### src/rtl/soc2_mem_pkg.sv
`default_nettype none
// ============================================================================
// Package  : soc2_mem_pkg
// Brief    : Shared types and constants for the OBI memory bridge.
// Revision : 1.0
// ============================================================================
package soc2_mem_pkg;

    localparam int unsigned c_FIFO_DEPTH = 2;
    localparam int unsigned c_FIFO_PTR_W = $clog2(c_FIFO_DEPTH);
    localparam int unsigned c_FIFO_CNT_W = $clog2(c_FIFO_DEPTH + 1);
    localparam int unsigned c_DEF_DATA_W = 32;

    // Response entry for the default 32-bit word; wider builds supply their own.
    typedef struct packed {
        logic [c_DEF_DATA_W-1:0] rdata;
        logic                    err;
    } resp_entry_t;

    function automatic int unsigned calc_aw(input int unsigned word_size_byte,
                                            input int unsigned size_in_kb);
        return $clog2(size_in_kb * 1024 / word_size_byte) + 1;
    endfunction

endpackage
`default_nettype wire

### src/rtl/obi_resp_fifo.sv
`default_nettype none
// ============================================================================
// Module   : obi_resp_fifo
// Brief    : 2-entry response FIFO; push and pop in the same cycle are legal.
// Revision : 1.0
// ============================================================================
module obi_resp_fifo
    import soc2_mem_pkg::*;
#(
    parameter type entry_t = resp_entry_t
) (
    input  logic                    clk_i,
    input  logic                    rst_i,
    input  logic                    push_i,
    input  entry_t                  data_i,
    input  logic                    pop_i,
    output entry_t                  data_o,
    output logic                    full_o,
    output logic                    empty_o,
    output logic [c_FIFO_CNT_W-1:0] count_o
);

    entry_t                  mem_q [c_FIFO_DEPTH];
    logic [c_FIFO_PTR_W-1:0] wptr_q, wptr_d;
    logic [c_FIFO_PTR_W-1:0] rptr_q, rptr_d;
    logic [c_FIFO_CNT_W-1:0] count_q, count_d;
    logic                    w_do_push;
    logic                    w_do_pop;

    assign empty_o   = (count_q == '0);
    assign full_o    = (count_q == c_FIFO_CNT_W'(c_FIFO_DEPTH));
    assign w_do_pop  = pop_i & ~empty_o;
    assign w_do_push = push_i & (~full_o | w_do_pop);
    assign data_o    = mem_q[rptr_q];
    assign count_o   = count_q;

    // Pointers wrap naturally because the depth is a power of two.
    always_comb begin
        wptr_d  = wptr_q;
        rptr_d  = rptr_q;
        count_d = count_q;
        if (w_do_push) wptr_d = wptr_q + c_FIFO_PTR_W'(1);
        if (w_do_pop)  rptr_d = rptr_q + c_FIFO_PTR_W'(1);
        case ({w_do_push, w_do_pop})
            2'b10:   count_d = count_q + c_FIFO_CNT_W'(1);
            2'b01:   count_d = count_q - c_FIFO_CNT_W'(1);
            default: count_d = count_q;
        endcase
    end

    always_ff @(posedge clk_i or posedge rst_i) begin
        if (rst_i) begin
            wptr_q  <= '0;
            rptr_q  <= '0;
            count_q <= '0;
        end else begin
            wptr_q  <= wptr_d;
            rptr_q  <= rptr_d;
            count_q <= count_d;
        end
    end

    always_ff @(posedge clk_i) begin
        if (w_do_push) mem_q[wptr_q] <= data_i;
    end

endmodule
`default_nettype wire

### src/rtl/obi_mem_bridge.sv
`default_nettype none
// ============================================================================
// Module   : obi_mem_bridge
// Brief    : OBI slave to single-port memory bridge, in-order responses via a
//            2-entry FIFO. Optional check macro: OBI_MEM_BRIDGE_ADDR_CHECK_EN.
// Revision : 1.0
// ============================================================================
module obi_mem_bridge
    import soc2_mem_pkg::*;
#(
    parameter  int unsigned WORD_SIZE_BYTE = 4,
    parameter  int unsigned SIZE_IN_KB     = 8,
    parameter  logic [31:0] BASE_ADDR      = 32'h0000_0000,
    localparam int unsigned AW             = calc_aw(WORD_SIZE_BYTE, SIZE_IN_KB),
    localparam int unsigned DW             = WORD_SIZE_BYTE * 8
) (
    input  logic                      clk_i,
    input  logic                      rst_i,
    input  logic                      req_i,
    output logic                      gnt_o,
    input  logic [31:0]               addr_i,
    input  logic                      we_i,
    input  logic [WORD_SIZE_BYTE-1:0] be_i,
    input  logic [DW-1:0]             wdata_i,
    output logic                      rvalid_o,
    input  logic                      rready_i,
    output logic [DW-1:0]             rdata_o,
    output logic                      err_o,
    output logic                      mem_ena_o,
    output logic [AW-1:0]             mem_addr_o,
    output logic [WORD_SIZE_BYTE-1:0] mem_wea_o,
    output logic [DW-1:0]             mem_dina_o,
    input  logic [DW-1:0]             mem_douta_i
);

    localparam int unsigned c_OFF_BITS = $clog2(WORD_SIZE_BYTE);

    typedef struct packed {
        logic [DW-1:0] rdata;
        logic          err;
    } resp_t;

    logic                    p_valid_q, p_valid_d;
    logic                    p_we_q, p_we_d;
    logic                    p_err_q, p_err_d;
    logic [31:0]             w_offset;
    logic                    w_addr_err;
    logic                    w_mem_en;
    logic                    w_pop;
    logic                    w_push;
    logic                    w_full;
    logic                    w_empty;
    logic [c_FIFO_CNT_W-1:0] w_count;
    logic [2:0]              w_pend;
    resp_t                   w_push_entry;
    resp_t                   w_head;

    assign w_offset = addr_i - BASE_ADDR;

`ifdef OBI_MEM_BRIDGE_ADDR_CHECK_EN
    localparam logic [32:0] c_MEM_BYTES  = 33'(SIZE_IN_KB) * 33'd1024;
    localparam logic [31:0] c_ALIGN_MASK = 32'(WORD_SIZE_BYTE - 1);

    assign w_addr_err = (addr_i < BASE_ADDR)
                      | ({1'b0, w_offset} >= c_MEM_BYTES)
                      | ((addr_i & c_ALIGN_MASK) != 32'd0);
`else
    assign w_addr_err = 1'b0;
`endif

    // Outstanding = in the memory pipe + queued; a same-cycle pop frees a slot.
    assign w_pop  = rvalid_o & rready_i;
    assign w_pend = 3'(p_valid_q) + 3'(w_count) - 3'(w_pop);
    assign gnt_o  = req_i & ~rst_i & (w_pend < 3'd2);

    assign w_mem_en   = gnt_o & ~w_addr_err;
    assign mem_ena_o  = w_mem_en;
    assign mem_wea_o  = (w_mem_en & we_i) ? be_i : '0;
    assign mem_addr_o = AW'(w_offset >> c_OFF_BITS);
    assign mem_dina_o = wdata_i;

    always_comb begin
        p_valid_d = gnt_o;
        p_we_d    = we_i;
        p_err_d   = w_addr_err;
    end

    always_ff @(posedge clk_i or posedge rst_i) begin
        if (rst_i) begin
            p_valid_q <= 1'b0;
            p_we_q    <= 1'b0;
            p_err_q   <= 1'b0;
        end else begin
            p_valid_q <= p_valid_d;
            p_we_q    <= p_we_d;
            p_err_q   <= p_err_d;
        end
    end

    // Writes and rejected accesses return zero data; memory data is valid now.
    assign w_push_entry.rdata = (p_we_q | p_err_q) ? '0 : mem_douta_i;
    assign w_push_entry.err   = p_err_q;
    assign w_push             = p_valid_q & (~w_full | w_pop);

    obi_resp_fifo #(
        .entry_t (resp_t)
    ) u_resp_fifo (
        .clk_i   (clk_i),
        .rst_i   (rst_i),
        .push_i  (w_push),
        .data_i  (w_push_entry),
        .pop_i   (w_pop),
        .data_o  (w_head),
        .full_o  (w_full),
        .empty_o (w_empty),
        .count_o (w_count)
    );

    assign rvalid_o = ~w_empty;
    assign rdata_o  = w_empty ? '0 : w_head.rdata;
    assign err_o    = ~w_empty & w_head.err;

endmodule
`default_nettype wire

### config.mk
export PLATFORM = sky130hd
export DESIGN_NAME = obi_mem_bridge
export DESIGN_NICKNAME = d
export VERILOG_FILES = /design/src/rtl/soc2_mem_pkg.sv /design/src/rtl/obi_resp_fifo.sv /design/src/rtl/obi_mem_bridge.sv
export SDC_FILE = /design/constraint.sdc
export NUM_CORES = 1
export LEC_CHECK = 0
export CAP_MARGIN = 30
export CORE_UTILIZATION = 38
export CTS_CLUSTER_DIAMETER = 40
export DETAILED_ROUTE_END_ITERATION = 10
export PLACE_DENSITY = 0.89
export SLEW_MARGIN = 15
export SYNTH_ARGS = -nofsm -noshare
export SYNTH_HDL_FRONTEND = slang
export SYNTH_SLANG_ARGS = --single-unit
### constraint.sdc
create_clock -name clk_i -period 3.6 [get_ports clk_i]
set_clock_uncertainty 0.2 [all_clocks]
set_input_delay 0.72 -clock clk_i [delete_from_list [all_inputs] [get_ports clk_i]]
set_output_delay 0.72 -clock clk_i [all_outputs]
set_load 0.1 [all_outputs]
==> results.yml, run 1 <==
status:
  status: "finished clean"
setup_path:
  crit_slowest_cell: "fa_2"
  crit_buf_inv: 2
  worstPathMaxFanout: 6
  start_kind: "flip-flop"
  crit_path_cell_trace: "nor2_4 > clkinvlp_4 > and2_4 > ha_4 > nand2b_4 > fa_2 > and4_4 > and3_4 > buf_12"
  cp.arrival_ns: 2.63
  path_class: "flip-flop to output port"
  end_kind: "output port"
  cp.required_ns: 2.68
  critPathMaxStageDelay_ns: 0.52
  crit_family: "simple AND/OR/NAND/NOR gates"
logic_synthesis:
  netlist-cell-type-count: 21
  synth_simple_gate_area_frac: 0.116
  syn_area_um2: 3320
  avgSynthCellArea_um2: 13.3
  synth_top_family_by_area: "buffers and inverters"
  yosys.area_share.adder: 0.0136
  synth_mux_area_frac: 0.0966
  ys_warn_count: 0
  synthCells: 249
  synth_compound_area_frac: 0.00641
  ys_ff_latch: 70
  synth_xor_area_frac: 0.0158
  yosysSeqAreaShare: 0.625
  synth_nets: 357
drt:
  via_count: 1934
  drt_iter0_drc: 38
  firstDrtPassIters: 4
  wl_um: 6640
  drc: 0
  vias_per_cell: 4.69
  ant_nets: 0
  routedWlPerCell_um: 16.1
sta:
  rsz0062_at_grt: "true"
  fmax_mhz: 282
  worst_slew_pin_slew_ns: 0.730
  drv_slew: 0
  setup_viol: 0
  post-route-period-util: 0.985
  min_period_ns: 3.55
  hold_violations: 0
  relSlewSlack: 0.514
power_and_ir_drop:
  powerDensity_nw_per_um2: 1030
  ir_worst_vdd_uv: 707
  swShare: 0.533
  total_power_w: 0.00436
  p_comb_frac: 0.592
  internal_power_w: 0.00204
  p_sw_w: 0.00232
  power_frac_clock: 0.153
  p_leak_nw: 1.66
  seqPwrFrac: 0.254
placed_design:
  hpwl_um: 4730
  placed_cell_area_um2: 3980
  io_buffers: 79
  place_congestion: 0.736
die:
  initial_core_util: 0.398
  fp-row-count: 33
  fp.dieH_um: 95.4
  dieWidth_um: 95.4
  core_area_um2: 8340
  io_pins: 189
  die-area_um2: 9110
global_routing:
  grt-ovfl-total: 0
  antenna_found_initial: 0
  gr-usage-all-layers: 0.153
  grt_pass1_vias: 2115
  grt_pass1_wl_um: 10100
  grt_max_degree: 33
clock_network:
  cts.hold.buffers_added: 0
  cts_made_buffers: 9
  cts_buffer_depth: 2
  cts.sinks: 70
  cts-root-buf: "clkbuf_8"
  clock_latency_ns: 0.33
  cts_tree: "yes"
  cts_max_level: 3
  clk_pin_slew_ns: 0.07
finish:
  drive_above_1_share: 0.296
  nets: 410
  area_growth_pct: 28.1
  antenna_cells: 0
  design_area_um2: 4250
min_path:
  holdCritPathClass: "flip-flop to flip-flop"
job:
  maxCapViolations: 0
[cells in the final DEF, fill, tap and decap left out, drive strengths merged, types with 2 or more instances in the layout]
master	n
mux2i	32
nor2b	32
clkbuf	9
buf	58
inv	4
edfxtp	64
xnor2	5
nor2	36
dfrtp	6
bufinv	2
clkinvlp	3
clkdlybuf4s50	39
and3	4
ha	2
clkinv	3
[per-layer routing]
layer / GRT usage / share of wire
met4: 0.0734 / 0.019
met1: 0.150 / 0.34
met2: 0.283 / 0.55
met5: 0 / 0
met3: 0.0550 / 0.084
[logic make-up (layout without fill, tap and decap cells)]
family / Yosys count / after routing
other: 1 / 1
XOR/XNOR: 6 / 6
AND/OR/NAND/NOR: 75 / 75
AO/OA/AOI/OAI: 1 / 1
adder cells (fa/ha/maj): 3 / 3
multiplexers: 32 / 32
buffers and inverters: 61 / 119
flip-flops: 70 / 70
[final timing paths]
check                                        from                endpoint  slack, ns  cells after the start
setup / recovery           u_resp_fifo.count_o[0]            mem_wea_o[0]       0.05                      9
hold / removal                 u_resp_fifo.wptr_q      u_resp_fifo.wptr_q       0.36                      1
setup reg to reg           u_resp_fifo.count_o[0]               p_valid_q       1.41                      7
hold reg to reg                u_resp_fifo.wptr_q      u_resp_fifo.wptr_q       0.36                      1
max in group asynchronous                   rst_i  u_resp_fifo.count_o[1]       2.57                      3
min in group asynchronous                   rst_i               p_valid_q       0.51                      3
[layout make-up]
class | count | area [um2]
Timing Repair Buffer | 98 | 913
Sequential cell | 70 | 2080
Clock inverter | 7 | 88.8
Clock buffer | 9 | 124
Fill cell | 737 | 4090
Multi-Input combinational cell | 118 | 895
Inverter | 5 | 22.5
Tap cell | 105 | 131
[synth_stat cells]
cell type,number,area [um2]
inv_2,1,3.75
and2_1,1,6.26
nor2_1,35,131
fa_1,1,20.0
xnor2_1,5,43.8
and4_1,1,8.76
clkbuf_1,3,11.3
buf_4,49,368
inv_1,4,15.0
dfrtp_1,6,150
xor2_1,1,8.76
nand2b_1,1,6.26
nor2b_1,32,200
nor2_2,1,6.26
ha_1,2,25.0
o31ai_4,1,21.3
buf_2,4,20.0
conb_1,1,3.75
mux2i_1,32,320
edfxtp_1,64,1920
and3_1,4,25.0
[power groups by stage]
stage	clock, W	combinational, W	sequential [W]
floorplan	0	0.00229	0.00108
global route	0.000713	0.00269	0.00112
finish	0.000669	0.00258	0.00111
global placement	0	0.00250	0.00114
CTS	0.000680	0.00258	0.00111
detailed placement	0	0.00252	0.00115
[state kept, by name, indices dropped and copies added (netlist names)]
register	cells
u_resp_fifo.mem_q	64
u_resp_fifo.count_o	2
p_valid_q	1
p_we_q	1
u_resp_fifo.rptr_q	1
u_resp_fifo.wptr_q	1
[per-stage QoR]
stage	cells	setup TNS, ns	hold slack, ns	util	setup slack (ns)
2_1_floorplan	249	-2.25	0.267	-	-0.475
3_5_place_dp	388	-0.946	0.343	0.477	-0.227
3_3_place_gp	387	-0.751	0.333	0.476	-0.190
6_report	412	0	0.356	0.510	0.0532
5_1_grt	412	-0.157	0.378	0.510	-0.0438
4_1_cts	409	0	0.365	0.507	0.00649
[worst register-to-register path: cells and delay by family, from the launching register on]
kind | cells | cell delay (ns)
DFF | 1 | 0.43
and+or+nand+nor | 4 | 0.69
buffers and inverters | 1 | 0.10
adders and majority gates | 2 | 0.72
[timing repair]
item                                    CTS  global route
setup buffers                             5             3
cloned                                    0             0
resized for setup                         2             0
pin swaps                                 4             4
endpoints found under the setup margin    6             6
Note: power is estimated with default switching activity, not from simulation.
==> run 2, diff against run 1 <==
- CORE_UTILIZATION: 38 -> 40
- CTS_BUF_LIST: unset -> sky130_fd_sc_hd__clkbuf_8
- PLACE_DENSITY: 0.89 -> 0.93
==> run 2 against run 1 <==
Global-route usage about the same. Sequential cell count unchanged. Via count down 1.6%. First-iteration DRC count up 32%. Clock power down 0.7%. Total power down 0.62%. Count of clock-buffer cells in the layout unchanged. Setup slack worse by 0.014 ns. Cell area down 0.38%. Hold slack worse by 0.0048 ns. Die area down 4.9%. Sequential power about the same.
==> results.yml, run 2 (synthesis results as in run 1) <==
finish:
  design_area_um2: 4230
  antenna_cells: 0
  final_cell_mix: "edfxtp_1, buf_4, clkdlybuf4s50_1, nor2_1"
  layout_commonest_cell: "edfxtp_1"
  drive_above_1_share: 0.273
  area_growth_pct: 27.6
  top_register: "u_resp_fifo.mem_q"
  largest_reg_flops: 64
  nets: 403
drt:
  ant_nets: 0
  wl_um: 6440
  drc: 0
  vias_per_cell: 4.73
  firstDrtPassIters: 4
  routedWlPerCell_um: 16.0
  drt_iter0_drc: 50
  via_count: 1903
job:
  maxCapViolations: 0
global_routing:
  grt_pass1_wl_um: 9840
  gr-usage-all-layers: 0.153
  grt-ovfl-total: 0
  grt_pass1_vias: 2002
  antenna_found_initial: 0
  grt_max_degree: 33
clock_network:
  clock_latency_ns: 0.33
  cts_tree: "yes"
  cts_max_level: 3
  cts_made_buffers: 9
  cts_buffer_depth: 2
  cts.hold.buffers_added: 0
  cts.sinks: 70
  cts-root-buf: "clkbuf_8"
  clk_pin_slew_ns: 0.07
placed_design:
  hpwl_um: 4660
  io_buffers: 79
  place_congestion: 0.612
  placed_cell_area_um2: 3990
sta:
  post-route-period-util: 0.989
  worst_slew_pin_slew_ns: 0.846
  fmax_mhz: 281
  drv_slew: 0
  hold_violations: 0
  rsz0062_at_grt: "true"
  setup_viol: 0
  relSlewSlack: 0.436
  min_period_ns: 3.56
min_path:
  holdCritPathClass: "flip-flop to flip-flop"
  hp-start: "u_resp_fifo.wptr_q"
  hold_depth: 1
power_and_ir_drop:
  powerDensity_nw_per_um2: 1020
  p_leak_nw: 1.63
  power_frac_clock: 0.153
  seqPwrFrac: 0.262
  internal_power_w: 0.00203
  ir_worst_vdd_uv: 623
  p_sw_w: 0.00231
  swShare: 0.532
  p_comb_frac: 0.585
  total_power_w: 0.00433
die:
  fp.dieH_um: 93.1
  initial_core_util: 0.421
  die-area_um2: 8660
  dieWidth_um: 93.1
  io_pins: 189
  core_area_um2: 7890
  fp-row-count: 32
setup_path:
  reg2reg_slack_ns: 1.39
  worstPathMaxFanout: 6
  end_kind: "output port"
  path_class: "flip-flop to output port"
  cp.arrival_ns: 2.64
  cp-endpoint: "mem_wea_o[1]"
  cp.required_ns: 2.68
  start_kind: "flip-flop"
  r2r_cells: 7
  rr_startpoint: "u_resp_fifo.count_o[1]"
  r2r_end: "p_valid_q"
  critPathLaunch: "u_resp_fifo.count_o[1]"
status:
  status: "finished clean"
==> run 2: critical path: stages (launching register included) <==
cell and delay [ns]:
dfrtp_2 0.43, nor2_4 0.14, clkinvlp_4 0.10, and2_4 0.17
ha_4 0.20, nand2b_4 0.13, fa_2 0.52, and4_4 0.26
and3_4 0.20, buf_12 0.17
==> run 2: area by class of cell <==
type | instances | area [um2]
fill | 644 | 3650
sequential | 70 | 2080
tap | 102 | 128
clock buffer | 9 | 124
timing repair buffer | 91 | 902
inverter | 5 | 22.5
multi-input combinational | 118 | 895
clock inverter | 7 | 87.6
==> run 2: repair_timing <==
item / CTS / global route
resized for setup: 2 / 0
hold endpoints to repair: 0 / 0
gates cloned: 0 / 0
endpoints found under the setup margin: 6 / 6
setup buffers: 2 / 2
pin swaps: 2 / 4
==> run 2: worst min-delay path by stage <==
| stage | to | slack [ns] |
|---|---|---|
| after detailed placement | u_resp_fifo.wptr_q | 0.35 |
| after global placement | u_resp_fifo.wptr_q | 0.33 |
| after global routing | u_resp_fifo.wptr_q | 0.40 |
| final | u_resp_fifo.wptr_q | 0.35 |
| after floorplan | u_resp_fifo.wptr_q | 0.27 |
| after CTS | u_resp_fifo.wptr_q | 0.35 |
==> run 2: layer usage <==
layer  GRT usage  part of all wire  up-vias
li1            -                 -      897
met1       0.146              0.34      905
met2       0.298              0.56       87
met3      0.0463             0.078       14
met4      0.0667             0.013        0
met5           0                 0        -
==> run 2: power groups by stage <==
stage	sequential, W	clock [W]	combinational, W
3_5_place_dp	0.00117	0	0.00250
3_3_place_gp	0.00116	0	0.00247
5_1_grt	0.00115	0.000717	0.00263
6_report	0.00113	0.000664	0.00254
4_1_cts	0.00114	0.000684	0.00254
2_1_floorplan	0.00108	0	0.00229
==> run 2: stage by stage <==
step	std cells	utilization	TNS [ns]	worst slack, ns	hold slack [ns]
2_1_floorplan	249	-	-2.25	-0.475	0.267
3_3_place_gp	381	0.503	-0.822	-0.157	0.334
3_5_place_dp	382	0.506	-0.904	-0.169	0.346
4_1_cts	400	0.535	0	0.00323	0.353
5_1_grt	402	0.537	-0.226	-0.0574	0.401
6_report	402	0.537	0	0.0390	0.352
==> run 3, diff against run 2 <==
- CAP_MARGIN: 30 -> 20
- CORE_UTILIZATION: 40 -> 60
- DONT_BUFFER_PORTS: unset -> 1
- PLACE_DENSITY: 0.93 -> 0.85
==> run 3 against run 2 <==
Core utilization rose by 19 points. Setup slack improved by 0.0098 ns. Sequential share of layout area increased by 5.7 points. Fmax is 0.28% higher. Final cell count fell by 18%. Global-route usage is 6.5 points higher.
==> results.yml, run 3 (synthesis results as in run 1) <==
placed_design:
  io_buffers: 0
  hpwl_um: 3990
  place_inst: 305
  place_congestion: 0.691
setup_path:
  crit_slowest_cell: "fa_2"
  crit_buf_inv: 2
  rr_startpoint: "u_resp_fifo.count_o[1]"
  cp.arrival_ns: 2.63
  crit_path_cell_trace: "nor2_4 > clkinvlp_4 > and2_4 > ha_4 > nand2b_4 > fa_2 > and4_4 > and3_4 > buf_12"
  critPathMaxStageDelay_ns: 0.53
  cp.required_ns: 2.68
  crit_family: "simple AND/OR/NAND/NOR gates"
  start_kind: "flip-flop"
  end_kind: "output port"
  worstPathMaxFanout: 6
  critPathLaunch: "u_resp_fifo.count_o[1]"
  path_class: "flip-flop to output port"
clock_network:
  clk_pin_slew_ns: 0.07
  cts_made_buffers: 9
  clock_latency_ns: 0.33
  cts_max_level: 3
  cts_tree: "yes"
  cts-root-buf: "clkbuf_8"
  cts_buffer_depth: 2
  cts.sinks: 70
global_routing:
  gr-usage-all-layers: 0.218
  grt_pass1_wl_um: 9330
  grt_max_degree: 33
  grt-ovfl-total: 0
  grt_pass1_vias: 1839
  antenna_found_initial: 0
drt:
  wl_um: 5910
  drc: 0
  via_count: 1736
  drt_iter0_drc: 49
  routedWlPerCell_um: 18.0
  firstDrtPassIters: 4
  vias_per_cell: 5.29
  ant_nets: 0
finish:
  layout_commonest_cell: "edfxtp_1"
  nets: 361
  antenna_cells: 0
  final_cells: 328
  largest_reg_flops: 64
  top_register: "u_resp_fifo.mem_q"
  drive_above_1_share: 0.430
  final_cell_mix: "edfxtp_1, buf_4, nor2b_1, mux2i_1, nor2_2"
  area_growth_pct: 14.3
sta:
  worst_slew_pin_slew_ns: 0.912
  rsz0062_at_grt: "true"
  post-route-period-util: 0.986
  drv_slew: 0
  relSlewSlack: 0.390
  setup_viol: 0
  hold_violations: 0
  fmax_mhz: 282
  min_period_ns: 3.55
die:
  dieWidth_um: 76.4
  core_area_um2: 5200
  io_pins: 189
  initial_core_util: 0.637
  fp-row-count: 26
  fp.dieH_um: 76.4
  die-area_um2: 5830
min_path:
  holdCritPathClass: "input port to flip-flop"
  hp-start: "we_i"
status:
  status: "finished clean"
job:
  maxCapViolations: 0
==> run 3: cell type report <==
type | instances | area, um2
Timing Repair Buffer | 49 | 440
Tap cell | 70 | 87.6
Clock inverter | 7 | 57.6
Multi-Input combinational cell | 118 | 982
Inverter | 5 | 22.5
Sequential cell | 70 | 2080
Fill cell | 350 | 1420
Clock buffer | 9 | 124
==> run 3: routing by layer <==
| layer | global-route usage | up-vias | share of wire |
|---|---|---|---|
| li1 | - | 813 | - |
| met1 | 0.214 | 806 | 0.36 |
| met2 | 0.391 | 93 | 0.53 |
| met3 | 0.0731 | 24 | 0.079 |
| met4 | 0.135 | 0 | 0.028 |
| met5 | 0.0182 | - | 0 |
==> run 3: repair_timing <==
action                     in CTS  in global routing
setup endpoints to repair       6                  4
hold endpoints to repair        3                  0
resized for setup               2                  0
buffers inserted                3                  2
pin swaps                       4                  2
hold buffers                    1                  0
==> run 3: worst reg2reg max path, cell delays in order (launching register included) <==
cell and delay [ns]:
dfrtp_2 0.43, nor2_4 0.14, clkinvlp_4 0.09, and2_4 0.15, ha_4 0.20, nand2b_4 0.13, fa_2 0.53, and4_4 0.25
buf_4 0.31
==> run 3: path summary, 6_finish.rpt <==
kind / to / slack, ns / cells after the start
max: mem_wea_o[2] / 0.05 / 9
min: p_we_q / 0.22 / 0
max reg2reg: p_valid_q / 1.05 / 8
min reg2reg: u_resp_fifo.rptr_q / 0.31 / 1
max in group asynchronous: u_resp_fifo.rptr_q / 2.40 / 2
min in group asynchronous: u_resp_fifo.wptr_q / 0.56 / 2
==> run 3: through the flow <==
| step | setup TNS, ns | worst slack (ns) | utilization | hold WS, ns | area, um2 |
|---|---|---|---|---|---|
| floorplan | -2.25 | -0.475 | - | 0.267 | 3370 |
| global placement | 0 | 0.315 | 0.677 | 0.297 | 3520 |
| detailed placement | 0 | 0.260 | 0.677 | 0.307 | 3520 |
| CTS | 0 | 0.0000435 | 0.720 | 0.198 | 3750 |
| global route | -0.170 | -0.0477 | 0.728 | 0.190 | 3790 |
| finish | 0 | 0.0488 | 0.728 | 0.216 | 3790 |
Power of run 3 is left out: the tool's default activity adds up to more than one toggle a clock period on the data nets, which glitch-free logic cannot reach.
